## config.mk

```make
export PLATFORM = sky130hd
export DESIGN_NAME = serial_sub_ctrl
export DESIGN_NICKNAME = d
export VERILOG_FILES = /design/src/rtl/serial_sub_ctrl.sv
export SDC_FILE = /design/constraint.sdc
export NUM_CORES = 1
export LEC_CHECK = 0
export ABC_AREA = 1
export BUFFER_PORTS_ARGS = -buffer_cell sky130_fd_sc_hd__buf_2
export CAP_MARGIN = 20
export CORE_MARGIN = 2
export CORE_UTILIZATION = 42
export CTS_BUF_LIST = sky130_fd_sc_hd__clkbuf_16
export DETAILED_ROUTE_END_ITERATION = 8
export GPL_TIMING_DRIVEN = 0
export SKIP_LAST_GASP = 1
export SYNTH_ARGS = -nofsm -noshare
export SYNTH_HDL_FRONTEND = slang
export SYNTH_SLANG_ARGS = --single-unit
```

## constraint.sdc

```tcl
create_clock -name clk -period 1.74 [get_ports clk]
set_clock_uncertainty 0.1 [all_clocks]
set_input_delay 0.348 -clock clk [delete_from_list [all_inputs] [get_ports clk]]
set_output_delay 0.348 -clock clk [all_outputs]
set_load 0.02 [all_outputs]
```

## src/rtl/serial_sub_ctrl.sv

```systemverilog
// rtl/serial_sub_ctrl.sv - bit-serial subtract/add controller driving a 1-bit truth-table cell
module serial_sub_ctrl #(
    parameter int WIDTH = 8
) (
    input  logic             clk,
    input  logic             rst_n,
    input  logic             start,
    input  logic             op,
    input  logic [WIDTH-1:0] a,
    input  logic [WIDTH-1:0] b,
    output logic             busy,
    output logic             done,
    output logic [WIDTH-1:0] result,
    output logic             flag
);

    localparam int IDX_W = (WIDTH > 1) ? $clog2(WIDTH) : 1;

    localparam logic [7:0] OUT_TBL    = 8'h96;
    localparam logic [7:0] BORROW_TBL = 8'h8E;
    localparam logic [7:0] CARRY_TBL  = 8'hE8;

    typedef enum logic [1:0] {
        ST_IDLE = 2'd0,
        ST_RUN  = 2'd1,
        ST_DONE = 2'd2
    } state_t;

    state_t             r_state;
    state_t             w_state_nxt;
    logic [WIDTH-1:0]   r_a;
    logic [WIDTH-1:0]   r_b;
    logic               r_op;
    logic [IDX_W-1:0]   r_idx;
    logic               r_c;
    logic [WIDTH-1:0]   r_acc;
    logic [WIDTH-1:0]   r_result;
    logic               r_flag;

    logic [7:0]         w_c_tbl;
    logic [2:0]         w_sel;
    logic               w_out;
    logic               w_c_nxt;
    logic [WIDTH-1:0]   w_acc_nxt;
    logic               w_last;
    logic               w_accept;

    // Cell: two 8:1 muxes indexed by {a_bit, b_bit, c_bit}
    assign w_c_tbl = r_op ? CARRY_TBL : BORROW_TBL;
    assign w_sel   = {r_a[r_idx], r_b[r_idx], r_c};
    assign w_out   = OUT_TBL[w_sel];
    assign w_c_nxt = w_c_tbl[w_sel];
    assign w_last  = (r_idx == IDX_W'(WIDTH - 1));

    generate
        if (WIDTH == 1) begin : g_acc_one
            assign w_acc_nxt = w_out;
        end else begin : g_acc_shift
            assign w_acc_nxt = {w_out, r_acc[WIDTH-1:1]};
        end
    endgenerate

    // The edge that leaves DONE also samples start, so back-to-back
    // operations run every WIDTH+1 cycles.
    assign w_accept = start && ((r_state == ST_IDLE) || (r_state == ST_DONE));

    always_comb begin
        w_state_nxt = r_state;
        busy        = 1'b0;
        done        = 1'b0;
        case (r_state)
            ST_IDLE: begin
                if (w_accept) w_state_nxt = ST_RUN;
            end
            ST_RUN: begin
                busy = 1'b1;
                if (w_last) w_state_nxt = ST_DONE;
            end
            ST_DONE: begin
                done        = 1'b1;
                w_state_nxt = w_accept ? ST_RUN : ST_IDLE;
            end
            default: w_state_nxt = ST_IDLE;
        endcase
    end

    always_ff @(posedge clk) begin
        if (!rst_n) begin
            r_state <= ST_IDLE;
        end else begin
            r_state <= w_state_nxt;
        end
    end

    always_ff @(posedge clk) begin
        if (!rst_n) begin
            r_a      <= '0;
            r_b      <= '0;
            r_op     <= 1'b0;
            r_idx    <= '0;
            r_c      <= 1'b0;
            r_acc    <= '0;
            r_result <= '0;
            r_flag   <= 1'b0;
        end else if (w_accept) begin
            r_a   <= a;
            r_b   <= b;
            r_op  <= op;
            r_idx <= '0;
            r_c   <= 1'b0;
            r_acc <= '0;
        end else if (r_state == ST_RUN) begin
            r_acc <= w_acc_nxt;
            r_c   <= w_c_nxt;
            r_idx <= r_idx + IDX_W'(1);
            if (w_last) begin
                r_result <= w_acc_nxt;
                r_flag   <= w_c_nxt;
            end
        end
    end

    assign result = r_result;
    assign flag   = r_flag;

endmodule

```

==> metrics.txt <==
top-count cell post-synth=dfxtp_1; Reg clk slew, reported paths=0.05 ns; Hold WC Path Type=input port to flip-flop; post-synthesis sequential area ratio=46.9%; Syn. warnings=0; Final Setup Violations=0; setup TNS=0 ns; I/O Buffers=29; via count=1,473; post-cts resize count=0; wirelength, routed=3420 um; Crit-path slowest cell=dfxtp_1; pins over their slew limit=0; antenna cells=0; post-synth cell types=21; critical path class=flip-flop to output pin; Final Hold Vio Count=0; WP data required=1.29 ns; crit-path max FO=10; die height=66.9 um; Synth area leader=dfxtp_1; clock latency on the worst-skew pair=0.28 ns; GR peak layer=met2; Startpoint Class=flip-flop; Synth Instances=220; Die Wd=66.9 um; unrepaired setup endpoints after global routing=no; Routed Antenna Nets=0; P per Cell Area=1020 nW/um^2; area delta synth->final=21.5%; Finished Layout Cells=307; GRT overflow=0; CTS tree=yes; Mapped Area=1660 sq um; syn_area_per_cell=7.56 sq um; critical path capture point type=output pin; Finished Cell Area=2020 sq um; delay-heaviest family, CP=buffers and inverters; vias in the first global route=1,322; Yosys reg bits=39; hpwl dp=2450 um; Core Rows=22; ys flop type=dfxtp_1; Max VDD drop=726 uV; crit-path cells=inv_1, nor2_4, buf_4, buf_2; fin crit share=91.5%; dpl cells=297; M1 GR Usage=22.3%; Tmin final=1.59 ns; io pins=31; static leakage power=0.948 nW; Starting Density=44.5%; peak per-stage delay on the critical path=0.32 ns; number of buffers and inverters on the critical path=3; share of layout cells above drive strength 1=22.8%; status=finished clean; total global-route track usage=17.5%; clk sinks=39; initial antenna violation count=0; FFs w/ async S/R, synth=0%; hold buffers post-CTS=0; grt met3 use=6.08%; TritonCTS buffer count=5; Syn Nets=242; final net count=280; TritonRoute pass-1 iters=4; placed inst area=1870 sq um; drt wl/cell=11.1 um; worst slew pin tran=0.443 ns; CORE AREA=3740 sq um; top area cells in the synthesized netlist=dfxtp_1 (47%), o21ai_0 (8.7%), nand2_1 (7.0%), nor2_1 (6.5%), a21oi_1 (6.0%); initial drt markers=70; most instantiated cells after synthesis=dfxtp_1 (39), nand2_1 (31), nor2_1 (29), o21ai_0 (29), inv_1 (23); total of max-cap violations=0; largest net degree at the start of global routing=12; fmax=628 MHz; drt via density=4.80; H-tree depth=2; Max Buffers Root-to-Sink=2; GP Congestion=0.801; met2 GRT Util=27.4%; Synth top area share=46.9%; die area=4480 sq um; Arr. time, crit path=1.14 ns; slew margin rel.=70.5%; number of synthesized flops with an enable pin=0; clk root buf=clkbuf_16; first-pass GRT wire length=5800 um; DRC=0
-- cell type report --
| type | instances | area (sq um) |
|---|---|---|
| fill | 412 | 1720 |
| inverter | 27 | 109 |
| multi-input combinational | 146 | 731 |
| sequential | 39 | 781 |
| clock buffer | 5 | 125 |
| tap | 48 | 60.1 |
| clock inverter | 3 | 12.5 |
| timing repair buffer | 31 | 160 |
| buffer | 8 | 43.8 |
-- sequential cells by signal, summed over array words and instances, names as in the netlist --
register,cells
r_acc,7
r_op,1
r_b,8
r_c,1
r_idx,3
flag,1
result,8
r_state,2
r_a,8
-- cell families (layout without fill, tap and decap cells) --
kind of cell / after synthesis / in the layout / share of synthesized area [%]
AND/OR/NAND/NOR: 93 / 93 / 26.8
AO/OA/AOI/OAI: 51 / 51 / 15.6
flip-flops: 39 / 39 / 46.9
buffers and inverters: 35 / 74 / 9.17
adder cells (fa/ha/maj): 2 / 2 / 1.50
-- where the power goes --
| group | total, W | switching (W) | internal, W |
|---|---|---|---|
| Clock | 0.000848 | 0.000331 | 0.000517 |
| Sequential | 0.000965 | 0.0000237 | 0.000942 |
| Combinational | 0.000248 | 0.000155 | 0.0000932 |
| Total | 0.00206 | 0.000510 | 0.00155 |
-- path summary, 6_finish.rpt --
kind	start	endpoint	slack (ns)	depth (start not counted)
setup / recovery	r_state[0]$_SDFFE_PN0P_	busy	0.15	4
hold / removal	a[5]	r_a[5]$_SDFFE_PN0P_	0.22	3
setup reg to reg	r_idx[1]$_SDFFE_PP0P_	flag$_SDFFE_PN0P_	0.24	8
hold reg to reg	r_b[7]$_SDFFE_PN0P_	r_b[7]$_SDFFE_PN0P_	0.35	2
-- metrics by stage --
step	setup WS [ns]	hold WS (ns)	total power [W]	utilization, %
CTS	0.119	0.214	0.00208	53.6
finish	0.148	0.215	0.00206	54.0
detailed placement	0.128	0.346	0.00123	49.9
global route	0.0881	0.239	0.00217	54.0
floorplan	0.393	0.319	0.00117	-
global placement	0.122	0.343	0.00123	49.9
-- worst reg2reg max path: stages, from the launching register on --
cell	delay, ns
dfxtp_1	0.37
ha_1	0.21
ha_1	0.17
inv_1	0.11
nor2_4	0.05
buf_4	0.14
o21a_1	0.16
nand2_1	0.06
inv_1	0.03
-- timing repair --
item	CTS	global route
endpoints found under the setup margin	0	4
endpoints found under the hold margin	0	0
buffers inserted	0	2
-- layout by cell type (no fill, tap or decap), types with 2 or more instances in the layout --
cell type	netlist	final
o21a_1	2	2
buf_2	1	30
nor2_4	4	4
nor2_1	29	29
buf_1	2	2
o21ai_0	29	29
nand3_1	18	18
a21oi_1	20	20
nand2_1	31	31
nand3_2	4	4
dfxtp_1	39	39
clkbuf_16	0	5
nand2_2	6	6
ha_1	2	2
inv_2	3	3
buf_4	1	3
clkbuf_1	2	2
inv_1	23	25
-- per-layer routing --
metal | vias to the layer above | routed length, um
met5 | - | 0
met4 | 0 | 42
met3 | 4 | 139
met2 | 21 | 1520
met1 | 666 | 1720
li1 | 782 | -
No activity file was read; power rests on OpenSTA's default activity.
